**src/rtl/coin_return_sequencer.sv**
```systemverilog
// Change-return sequencer: runs the inactivity timeout, then pays out the
// balance one coin at a time over valid/ready, reporting each accepted coin.
module coin_return_sequencer #(
  parameter int kTotalBits = 31,
  parameter int kTimeout   = 10,
  parameter int kCoin0     = 100,
  parameter int kCoin1     = 500,
  parameter int kCoin2     = 1000
) (
  input  logic                  clk,
  input  logic                  reset_n,
  input  logic [2:0]            i_input_coin,
  input  logic [3:0]            i_select_item,
  input  logic                  i_return_req,
  input  logic [kTotalBits-1:0] i_total,
  input  logic                  i_coin_ready,
  output logic                  o_coin_valid,
  output logic [2:0]            o_coin,
  output logic                  o_deduct_valid,
  output logic [kTotalBits-1:0] o_deduct_amount,
  output logic [31:0]           o_wait_time,
  output logic                  o_busy,
  output logic                  o_done,
  output logic [kTotalBits-1:0] o_residual
);

  typedef enum logic [1:0] {IDLE, COUNT, RETURN, DONE} state_t;

  localparam logic [kTotalBits-1:0] C0 = kTotalBits'(kCoin0);
  localparam logic [kTotalBits-1:0] C1 = kTotalBits'(kCoin1);
  localparam logic [kTotalBits-1:0] C2 = kTotalBits'(kCoin2);

  state_t                state, state_nxt;
  logic [31:0]           wait_nxt;
  logic [kTotalBits-1:0] remaining, remaining_nxt, residual_nxt;
  logic [kTotalBits-1:0] coin_val;
  logic [2:0]            coin_sel;
  logic                  activity, fire;

  assign activity = (|i_input_coin) | (|i_select_item);

  // Greedy choice: largest coin not exceeding what is left to pay.
  always_comb begin
    coin_sel = '0;
    coin_val = '0;
    if (remaining >= C2) begin
      coin_sel = 3'b100;
      coin_val = C2;
    end else if (remaining >= C1) begin
      coin_sel = 3'b010;
      coin_val = C1;
    end else if (remaining >= C0) begin
      coin_sel = 3'b001;
      coin_val = C0;
    end
  end

  assign o_coin_valid = (state == RETURN) && (remaining >= C0);
  assign o_coin       = o_coin_valid ? coin_sel : '0;
  assign fire         = o_coin_valid & i_coin_ready;
  assign o_busy       = (state == RETURN) || (state == DONE);
  assign o_done       = (state == DONE);

  always_comb begin
    state_nxt     = state;
    wait_nxt      = o_wait_time;
    remaining_nxt = remaining;
    residual_nxt  = o_residual;
    unique case (state)
      IDLE: begin
        wait_nxt = '0;
        if (i_return_req) begin
          state_nxt     = RETURN;
          remaining_nxt = i_total;
          residual_nxt  = '0;
        end else if (activity) begin
          state_nxt = COUNT;
          wait_nxt  = 32'(kTimeout);
        end
      end
      COUNT: begin
        if (i_return_req || (!activity && o_wait_time == 32'd1)) begin
          state_nxt     = RETURN;
          wait_nxt      = '0;
          remaining_nxt = i_total;
          residual_nxt  = '0;
        end else if (activity) begin
          wait_nxt = 32'(kTimeout);
        end else begin
          wait_nxt = o_wait_time - 32'd1;
        end
      end
      RETURN: begin
        if (!o_coin_valid) begin
          state_nxt    = DONE;
          residual_nxt = remaining;
        end else if (fire) begin
          remaining_nxt = remaining - coin_val;
        end
      end
      DONE: state_nxt = IDLE;
      default: state_nxt = IDLE;
    endcase
  end

  always_ff @(posedge clk or negedge reset_n) begin
    if (!reset_n) begin
      state           <= IDLE;
      o_wait_time     <= '0;
      remaining       <= '0;
      o_residual      <= '0;
      o_deduct_valid  <= 1'b0;
      o_deduct_amount <= '0;
    end else begin
      state          <= state_nxt;
      o_wait_time    <= wait_nxt;
      remaining      <= remaining_nxt;
      o_residual     <= residual_nxt;
      o_deduct_valid <= fire;
      if (fire) o_deduct_amount <= coin_val;
    end
  end

endmodule
```
**config.mk**
```make
export PLATFORM = sky130hd
export DESIGN_NAME = coin_return_sequencer
export DESIGN_NICKNAME = d
export VERILOG_FILES = /design/src/rtl/coin_return_sequencer.sv
export SDC_FILE = /design/constraint.sdc
export NUM_CORES = 1
export LEC_CHECK = 0
export ABC_AREA = 0
export BUFFER_PORTS_ARGS = -buffer_cell sky130_fd_sc_hd__buf_2
export CAP_MARGIN = 20
export CORE_MARGIN = 2
export CORE_UTILIZATION = 40
export CTS_BUF_LIST = sky130_fd_sc_hd__clkbuf_8
export DETAILED_ROUTE_END_ITERATION = 7
export SKIP_CTS_REPAIR_TIMING = 1
export SLEW_MARGIN = 20
export SYNTH_ARGS = -nofsm -noshare
export SYNTH_HDL_FRONTEND = slang
export SYNTH_SLANG_ARGS = --single-unit
```
**constraint.sdc**
```tcl
create_clock -name clk -period 7.7 [get_ports clk]
set_clock_uncertainty 0.2 [all_clocks]
set_input_delay 0.385 -clock clk [delete_from_list [all_inputs] [get_ports clk]]
set_output_delay 0.385 -clock clk [all_outputs]
set_load 0.05 [all_outputs]
```
# After elaboration in Yosys (flattened, before gate mapping)
# Index checks and enable logic that the tools add are counted.
# word_totals
ff_bits,128
latchBits,0
mem_bits_rw,0
rom_bits,0
input_bits,42
word_cells,62
mem_count,0
# op_classes
add_sub_neg,2
mul,0
div,0
n_lt_le_gt_ge,3
eq_ne,10
shifts,0
mux,26
bitwise_logic,2
n_reduce_logical,13
# op_table
operator,n
two-way mux 31 bit,8
case mux 31 bit (3 select lines),2
two-way mux 32 bit,2
case mux 32 bit (2 select lines),1
equality test 32 x 1 -> 1 bit (second input constant),1
subtractor 32 x 1 -> 32 bit (second input constant),1
greater-or-equal comparator 31 x 10 -> 1 bit (second input constant),1
greater-or-equal comparator 31 x 7 -> 1 bit (second input constant),1
greater-or-equal comparator 31 x 9 -> 1 bit (second input constant),1
subtractor 31 bit,1
two-way mux 2 bit,5
inequality test 2 bit (second input constant),5
two-way mux 9 bit,1
two-way mux 4 bit,2
case mux 2 bit (4 select lines),1
two-way mux 7 bit,1
two-way mux 3 bit,2
AND reduction 5 bit,1
equality test 2 bit (second input constant),2
AND reduction 4 bit,1
OR reduction 4 bit,1
inequality test 3 bit (second input constant),1
AND reduction 3 bit,1
nonzero test 3 bit,1
10 further kinds,12

# Longest topological paths before layout
# Gate-level depths: netlist (run 1).
# depth
word_depth,8
depth_mapped,16
ltp_nobuf,13

# Worst setup path after synthesis (run 1)
# Ideal clock, no wire load.
# synth_path
path_type,flip-flop to flip-flop
start,register remaining[15]
end,register remaining[22]
setup_ps,139
arrival_time_ps,4005
t_required_ps,7361
slack_ps,3356
stages_incl_launch_ff,16
path_buffers,2
cell_sequence,dfrtp_1 nor3_1 nand4_1 or3_1 clkbuf_1 nor3_1 ha_1 inv_1 fa_1 a211oi_1 a21oi_1 and4_1 clkbuf_1 nor4_1 and3_1 o221ai_1
# synth_via
elab_chain_cells,8
elab_cells_between_ends,15
cone_classes,add/sub (1); order compare (3); eq/ne (2); mux (6); bitwise (1); reduce/logical (2)
# synth_lines
item,line,source
start: declaration,35,"logic [kTotalBits-1:0] remaining, remaining_nxt, residual_nxt;"
start signal: assignment,117,remaining <= remaining_nxt;
greater-or-equal comparator 31 x 7 -> 1 bit,52,end else if (remaining >= C0) begin
two-way mux 7 bit,52,
two-way mux 9 bit,49,end else if (remaining >= C1) begin
two-way mux 31 bit *,46,if (remaining >= C2) begin
net coin_val[2],36,logic [kTotalBits-1:0] coin_val;
subtractor 31 bit *,98,remaining_nxt = remaining - coin_val;
two-way mux 31 bit *,97,end else if (fire) begin
two-way mux 31 bit *,94,if (!o_coin_valid) begin
case mux 31 bit (3 select lines) *,69,unique case (state)
# Mark *: on every way through the listed nets, which the timed path passes. The rest lies on a longest branch. The select of a mux whose other input is x is not followed.
# A chain may end at the register's enable or synchronous reset.

# Worst setup path in the final report (run 1)
# layout_path
start,register remaining[15]
end,register remaining[22]
# layout_via
elab_chain_cells,8
elab_cells_between_ends,15
cone_classes,add/sub (1); order compare (3); eq/ne (2); mux (6); bitwise (1); reduce/logical (2)
# layout_lines
item,line
greater-or-equal comparator 31 x 7 -> 1 bit,"52, 58"
two-way mux 7 bit,52
two-way mux 9 bit,49
two-way mux 31 bit,46
subtractor 31 bit,98
two-way mux 31 bit,97
two-way mux 31 bit,94
case mux 31 bit (3 select lines),69
# Several ways; a longest one is shown, not always the timed one. The select of a mux whose other input is x is not followed.

==> results.toml, run 1 <==
[setup_path]
worst-r2r-setup-slack_ns = 1.94
worstRegToRegCells = 12
arrival_ns = 5.83
critPathKind = "flop to flop"
critPathLaunchType = "flop"
crit_path_end_kind = "flop"
timing.rr.end = "remaining[22]"
crit_start = "remaining[15]"
endpoint = "remaining[22]"
cp_max_fo = 15
rr_startpoint = "remaining[15]"
critPathRequiredTime_ns = 7.77

[die]
start_util_pct = 41.2
num_io_pins = 143
die_x_um = 127
dieArea_um2 = 16100
die_h_um = 127
core-area_um2 = 14600
rows = 44

[power]
vdd_drop_max_mv = 0.101
powerDensity_nw_per_um2 = 191
p_leak_nw = 3.36

[global_route]
track_usage_pct = 21.0
grt_pass1_vias = 5149
grt_pass1_wl_um = 27300
grt_max_degree = 57
grt_remaining_overflow = 0
antenna_found_initial = 2

[timing]
rsz0062_at_grt = "no"
layout_min_cycle_time_ns = 5.76
setup_ws_ns = 1.94
fin_crit_sh_pct = 74.8
slew_headroom_pct = 42.2
tightest_slew_ns = 0.845
fmax_mhz = 174
slew_viol_final = 0
setup_viol = 0
setup-tns-final_ns = 0
finalHoldViolations = 0

[clocking]
htree_num_levels = 3
insertion_delay_ns = 0.41
cts_tree = "done"
cts.path.max_buffers = 2
path_clk_slew_ns = 0.12
cts_made_buffers = 9
root_buffer = "clkbuf_8"
clock-sinks = 102

[synthesis]
ys_seq_area_share_pct = 42.3
ys_ff_latch = 102
async_flop_share_pct = 100
yosysWarnings = 0
synth_ff_type = "dfrtp_1"
yosysTopAreaCellShare_pct = 42.3
synth_edf_count = 0
synth_top_area_cell = "dfrtp_1"
synth_area_leaders = "dfrtp_1 42%, o21ai_0 3.8%, buf_4 3.2%"
synth_cell_types = 72
avgSynthCellArea_um2 = 8.99
synth_area_um2 = 6030
syn_inst = 671

[drt]
vias = 5620
first_pass_iters = 5
finalWirelength_um = 17000
post-route-drc-count = 0
routedWlPerCell_um = 17.7
vias_per_cell = 5.87
drtAntennaViolNets = 0
dr.first_iter.drc_count = 454

[placed_design]
place_hpwl_um = 12000
portBuffers = 119
gp_congestion = 0.872
place_area_um2 = 6650
dp_slack_ns = 2.03

[final_layout]
final_cell_mix = "118 x buf_2, 102 x dfrtp_1, 49 x nand2_1"
fin_area_um2 = 6900
nets = 824
drive_above_1_share_pct = 21.1
final_common_cell = "buf_2"
syn2layout_area_growth_pct = 14.4

[run_status]
status = "finished, final reports clean"

[worst_hold_path]
hp-start = "i_total[1]"
holdCritPathClass = "primary input to flop"

[run]
max_cap_viol_count = 0
Yosys cell counts, drive strengths merged (3+ instances only):
library cell / n
mux2i: 5
nor2b: 3
nand4: 14
o21bai: 3
o31ai: 5
or2: 7
a21o: 13
nor3: 27
o21a: 3
nand4b: 5
a21boi: 6
inv: 25
or3: 14
nor4: 29
dfrtp: 102
o21ai: 47
o41ai: 3
nand3: 15
a211oi: 4
a22o: 11
a2bb2oi: 9
clkbuf: 30
xnor2: 5
buf: 35
or4: 6
o22ai: 7
a21oi: 23
nand2: 49
a31oi: 17
nor2: 48
o211ai: 11
ha: 13
and2: 29
o311ai: 5
and3: 3
nand2b: 6
worst min-delay path by stage:
stage,to,slack [ns],depth (start not counted)
floorplan,o_deduct_amount[2],-0.11,0
global placement,remaining[5],0.23,1
detailed placement,remaining[5],0.25,1
CTS,o_deduct_amount[4],-0.19,1
global route,remaining[1],0.004,2
finish,remaining[1],0.01,2
power by group:
group	internal (mW)	switching [mW]
clock	0.160	0.222
sequential	0.570	0.0581
combinational	0.106	0.198
total	0.836	0.478
routing by layer:
metal	GRT usage, %	part of all wire [%]	vias to the layer above
met4	5.88	1.8	2
met2	33.0	46	224
li1	-	-	2624
met1	29.0	45	2737
met5	0	0.077	-
met3	5.36	6.9	33
area by class of cell:
class,instances,area (um^2)
diodes,1,2.50
clock buffers,9,124
flip-flops and latches,102,2550
fillers,1460,7750
repair buffers,129,678
inverters,25,93.8
multi-input cells,501,3130
well taps,184,230
clock inverters,7,90.1
through the flow:
step           utilization (%)  total power [mW]  hold slack [ns]  instances
6_report                  47.1              1.31           0.0116        958
5_1_grt                   47.1              1.38          0.00350        957
4_1_cts                   46.9              1.32           -0.194        955
3_5_place_dp              45.4             0.936            0.253        939
3_3_place_gp              45.4             0.930            0.234        939
2_1_floorplan                -             0.854           -0.111        693
kinds of logic after synthesis:
group | after synthesis | share of synthesized area, %
DFF | 102 | 42.3
AOI/OAI and AO/OA | 187 | 21.2
buffers and inverters | 90 | 7.49
and+or+nand+nor | 264 | 23.8
other | 1 | 0.0622
xor gates and xnor gates | 7 | 1.02
muxes | 6 | 1.02
adders and majority gates | 14 | 3.03
critical path: stages, from the launching register on:
cell	delay [ns]
dfrtp_1	0.44
nor3_1	0.54
nand4_1	0.70
or3_1	0.69
nor2_1	0.39
nand2_1	0.17
ha_1	0.37
a211oi_1	0.58
a21oi_1	0.19
and4_1	0.31
nor4_1	0.67
and3_1	0.25
o221ai_1	0.13
flip-flops by register name, indices dropped and copies added, names as in the netlist:
signal,count
o_deduct_amount,5
o_wait_time,32
remaining,31
o_residual,31
state,2
o_deduct_valid,1
No activity file was read; power rests on OpenSTA's default activity.
==> run 2: changes to the inputs <==
Clock period 7.7 ns to 5.2 ns, I/O delays scaled along.
==> results.toml, run 2 (synthesis results as in run 1) <==
[timing]
rsz0062_at_grt = "no"
layout_min_cycle_time_ns = 4.71
slew_headroom_pct = 46.3
setup-tns-final_ns = 0
fmax_mhz = 212
setup_viol = 0
slew_viol_final = 0
finalHoldViolations = 4
fin_crit_sh_pct = 90.6
tightest_slew_ns = 0.803
holdWs_ns = -0.0270
setup_ws_ns = 0.488

[power]
comb_power_share_pct = 25.3
total_power_mw = 1.89
vdd_drop_max_mv = 0.132
p_leak_nw = 3.40
swShare_pct = 36.7
pwr-share-clk_pct = 25.9
switchingPower_mw = 0.692
pwr-share-seq_pct = 48.8
intPower_mw = 1.19
powerDensity_nw_per_um2 = 270

[setup_path]
critPathRequiredTime_ns = 5.25
arrival_ns = 4.76
slowest_delay_ns = 0.60
cp_max_fo = 6
worst_path_max_delay_cell = "a211oi_1"
critPathLaunchType = "flop"
cp_num_buf_inv = 1
critPathKind = "flop to flop"
worstRegToRegCells = 13
cp_num_cells = 13
crit_path_end_kind = "flop"
crit_chain = "nor3_1 -> nand4_1 -> or3_1 -> nor2_1 -> nand2_1 -> ha_1 -> a211oi_1 -> a21oi_1 -> and4_1 -> nor4_1 -> buf_4 -> and3_1 -> o221ai_1"
critPathTopFamily = "simple AND/OR/NAND/NOR gates"

[global_route]
grt_remaining_overflow = 0
track_usage_pct = 21.3
grt_pass1_wl_um = 27400
grt_max_degree = 59
grt_pass1_vias = 5264
antenna_found_initial = 1

[die]
die_h_um = 127
start_util_pct = 41.2
num_io_pins = 143
die_x_um = 127
rows = 44
core-area_um2 = 14600
dieArea_um2 = 16100

[run_status]
failed_checks = "negative hold slack"
status = "finished, violations left"

[final_layout]
multi_input_area_um2 = 3120
nets = 837
final_cell_mix = "118 x buf_2, 102 x dfrtp_1, 49 x nand2_1"
final_common_cell = "buf_2"
fin_cells = 971
reg_top3 = "o_wait_time (32), o_residual (31), remaining (31)"
drive_above_1_share_pct = 21.2
largest-register = "o_wait_time"
syn2layout_area_growth_pct = 15.8
final_util_pct = 47.7
fillCellCount = 1396
largest_register_ffs = 32
fin_area_um2 = 6980
seq_area_um2 = 2550

[clocking]
path_clk_slew_ns = 0.11
cts_made_buffers = 9
cts_tree = "done"
insertion_delay_ns = 0.39
cts.path.max_buffers = 2
root_buffer = "clkbuf_8"
clock-sinks = 102
htree_num_levels = 3

[drt]
finalWirelength_um = 17000
vias = 5615
drtAntennaViolNets = 0
first_pass_iters = 5
routedWlPerCell_um = 17.5
dr.first_iter.drc_count = 487
post-route-drc-count = 0
vias_per_cell = 5.78

[placed_design]
dp_slack_ns = 0.623
portBuffers = 119
gp_congestion = 0.893
place_hpwl_um = 11900
place_area_um2 = 6700
dp_cells = 945

[worst_hold_path]
holdCritPathClass = "primary input to flop"
min_delay_path_depth = 3

[run]
max_cap_viol_count = 0
## run 2: changes by cell type in the layout (fill, tap and decap cells not counted), sizes merged
cell / previous run / this run
clkinv: 2 / 5
dlygate4sd3: 2 / 9
bufinv: 1 / 0
inv: 29 / 26
buf: 127 / 133
clkinvlp: 0 / 1
## run 2: worst paths after layout
| path | to | slack, ns | from |
|---|---|---|---|
| max | remaining[22] | 0.49 | remaining[15] |
| min | remaining[4] | -0.03 | i_total[4] |
| max reg2reg | remaining[22] | 0.49 | remaining[15] |
| min reg2reg | o_deduct_amount[6] | 0.29 | o_deduct_amount[6] |
| max in group asynchronous | o_residual[22] | 3.40 | reset_n |
| min in group asynchronous | remaining[11] | 0.22 | reset_n |
## run 2: worst reg2reg max path, cell delays in order (launching register included)
cell,delay [ns]
dfrtp_1,0.44
nor3_1,0.48
nand4_1,0.22
or3_1,0.48
nor2_1,0.39
nand2_1,0.16
ha_1,0.38
a211oi_1,0.60
a21oi_1,0.18
and4_1,0.31
nor4_1,0.27
buf_4,0.19
and3_1,0.16
o221ai_1,0.13
## run 2: final cells by class
cell class,count,area share [%]
clock inverters,7,0.843
inverters,25,1.34
multi-input cells,501,44.8
diodes,1,0.0359
well taps,184,3.30
flip-flops and latches,102,36.6
repair buffers,142,11.4
clock buffers,9,1.77
## run 2: metal layers
layer	part of all wire, %	GRT usage [%]	vias up
met5	0	0	-
met4	1.7	6.59	0
met3	5.7	4.30	31
met2	47	33.9	206
met1	45	29.4	2722
li1	-	-	2656
## run 2: power by group through the flow
stage	clock network [mW]	registers [mW]	logic (mW)
floorplan	0	0.909	0.356
global placement	0	0.932	0.453
detailed placement	0	0.933	0.463
CTS	0.511	0.918	0.465
global route	0.539	0.930	0.518
finish	0.489	0.921	0.477
==> run 3: changes to the inputs <==
Clock period 5.2 ns to 5.7 ns, I/O delays scaled along.
==> results.toml, run 3 (synthesis results as in run 1) <==
[run_status]
status = "finished, violations left"
failed_checks = "negative hold slack"

[final_layout]
nets = 832
final_common_cell = "buf_2"
largest-register = "o_wait_time"
syn2layout_area_growth_pct = 15.5
final_cell_mix = "118 x buf_2, 102 x dfrtp_1, 49 x nand2_1"
reg_top3 = "o_wait_time (32), o_residual (31), remaining (31)"
fillCellCount = 1410
largest_register_ffs = 32
fin_area_um2 = 6960
drive_above_1_share_pct = 20.7

[drt]
vias_per_cell = 5.74
routedWlPerCell_um = 17.5
first_pass_iters = 6
dr.first_iter.drc_count = 465
post-route-drc-count = 0
vias = 5547
finalWirelength_um = 17000
drtAntennaViolNets = 0

[clocking]
htree_num_levels = 3
insertion_delay_ns = 0.40
cts.path.max_buffers = 2
path_clk_slew_ns = 0.11
cts_tree = "done"
cts_made_buffers = 9
root_buffer = "clkbuf_8"
clock-sinks = 102

[global_route]
grt_max_degree = 63
grt_remaining_overflow = 0
gr-usage-met3_pct = 5.36
grt_pass1_wl_um = 26800
track_usage_pct = 20.9
grt-busiest-layer = "met2"
met1_usage_pct = 28.7
grt_pass1_vias = 5021
grt_util_met2_pct = 32.6
antenna_found_initial = 2

[timing]
setup_viol = 0
fin_crit_sh_pct = 90.3
slew_viol_final = 0
finalHoldViolations = 2
fmax_mhz = 194
tightest_slew_ns = 1.12
rsz0062_at_grt = "no"
holdWs_ns = -0.00456
setup-tns-final_ns = 0
layout_min_cycle_time_ns = 5.15
slew_headroom_pct = 25.2

[power]
vdd_drop_max_mv = 0.143
powerDensity_nw_per_um2 = 253
p_leak_nw = 3.38
total_power_mw = 1.76

[setup_path]
crit_chain = "nor3_1 -> nand4_1 -> buf_4 -> or3_1 -> nor2_1 -> nand2_1 -> ha_1 -> a211oi_1 -> a21oi_1 -> and4_1 -> nor4_1 -> and3_1 -> o221ai_1"
slowest_delay_ns = 0.65
critPathTopFamily = "simple AND/OR/NAND/NOR gates"
arrival_ns = 5.19
critPathLaunchType = "flop"
critPathRequiredTime_ns = 5.75
cp_max_fo = 15
cp_num_buf_inv = 1
crit_path_end_kind = "flop"
worst_path_max_delay_cell = "nor4_1"
critPathKind = "flop to flop"

[worst_hold_path]
holdCritPathClass = "primary input to flop"

[placed_design]
gp_congestion = 0.910
place_hpwl_um = 11900
portBuffers = 119
place_area_um2 = 6670

[die]
die_x_um = 127
rows = 44
dieArea_um2 = 16100
core-area_um2 = 14600
num_io_pins = 143
start_util_pct = 41.2
die_h_um = 127

[run]
max_cap_viol_count = 0
run 3: cell count changes in the layout (fill, tap and decap cells not counted), sizes merged:
cell	change
clkinvlp	+1
diode	+1
clkinv	-4
bufinv	+1
inv	+2
buf	-4
dlygate4sd3	-1
run 3: where the power goes:
part / leakage (nW) / total, mW / internal (mW) / switching, mW
clock: 0.0969 / 0.498 / 0.209 / 0.290
combinational: 1.96 / 0.416 / 0.147 / 0.269
sequential: 1.32 / 0.847 / 0.770 / 0.0768
total: 3.38 / 1.76 / 1.13 / 0.636
run 3: worst reg2reg max path: cells and delay by family (launching register included):
| kind | cells | cell delay, ns |
|---|---|---|
| compound gates | 3 | 0.82 |
| fa+ha+maj | 1 | 0.40 |
| buf+inv | 1 | 0.22 |
| flops | 1 | 0.44 |
| simple gates | 8 | 2.92 |
run 3: per-layer routing:
layer | vias up | wire length [um]
li1 | 2644 | -
met1 | 2680 | 7780
met2 | 191 | 7740
met3 | 30 | 1060
met4 | 2 | 361
met5 | - | 13
run 3: area by class of cell:
class                      instances  area, um^2  share of cell area, %
clock inverter                     7        80.1                   1.15
tap                              184         230                   3.31
timing repair buffer             137         753                   10.8
sequential                       102        2550                   36.7
multi-input combinational        501        3120                   44.9
clock buffer                       9         124                   1.78
antenna                            2        5.00                 0.0719
inverter                          25        93.8                   1.35
run 3: through the flow:
stage / utilization [%] / cells / hold WS, ns / setup slack [ns]
3_3_place_gp: 45.6 / 941 / 0.113 / 0.877
5_1_grt: 47.5 / 965 / 0.00223 / 0.207
6_report: 47.5 / 967 / -0.00456 / 0.554
3_5_place_dp: 45.6 / 941 / 0.111 / 0.670
4_1_cts: 47.0 / 957 / -0.337 / 0.640
2_1_floorplan: - / 693 / -0.211 / 1.36
run 3: final timing paths:
path                               startpoint                  to  slack (ns)  depth (start not counted)
setup / recovery                remaining[15]       remaining[22]        0.55                         13
hold / removal                     i_total[4]        remaining[4]      -0.005                          3
setup reg to reg                remaining[15]       remaining[22]        0.55                         13
hold reg to reg            o_deduct_amount[2]  o_deduct_amount[2]        0.28                          1
max in group asynchronous             reset_n      o_residual[19]        3.87                          3
min in group asynchronous             reset_n        remaining[9]        0.20                          2
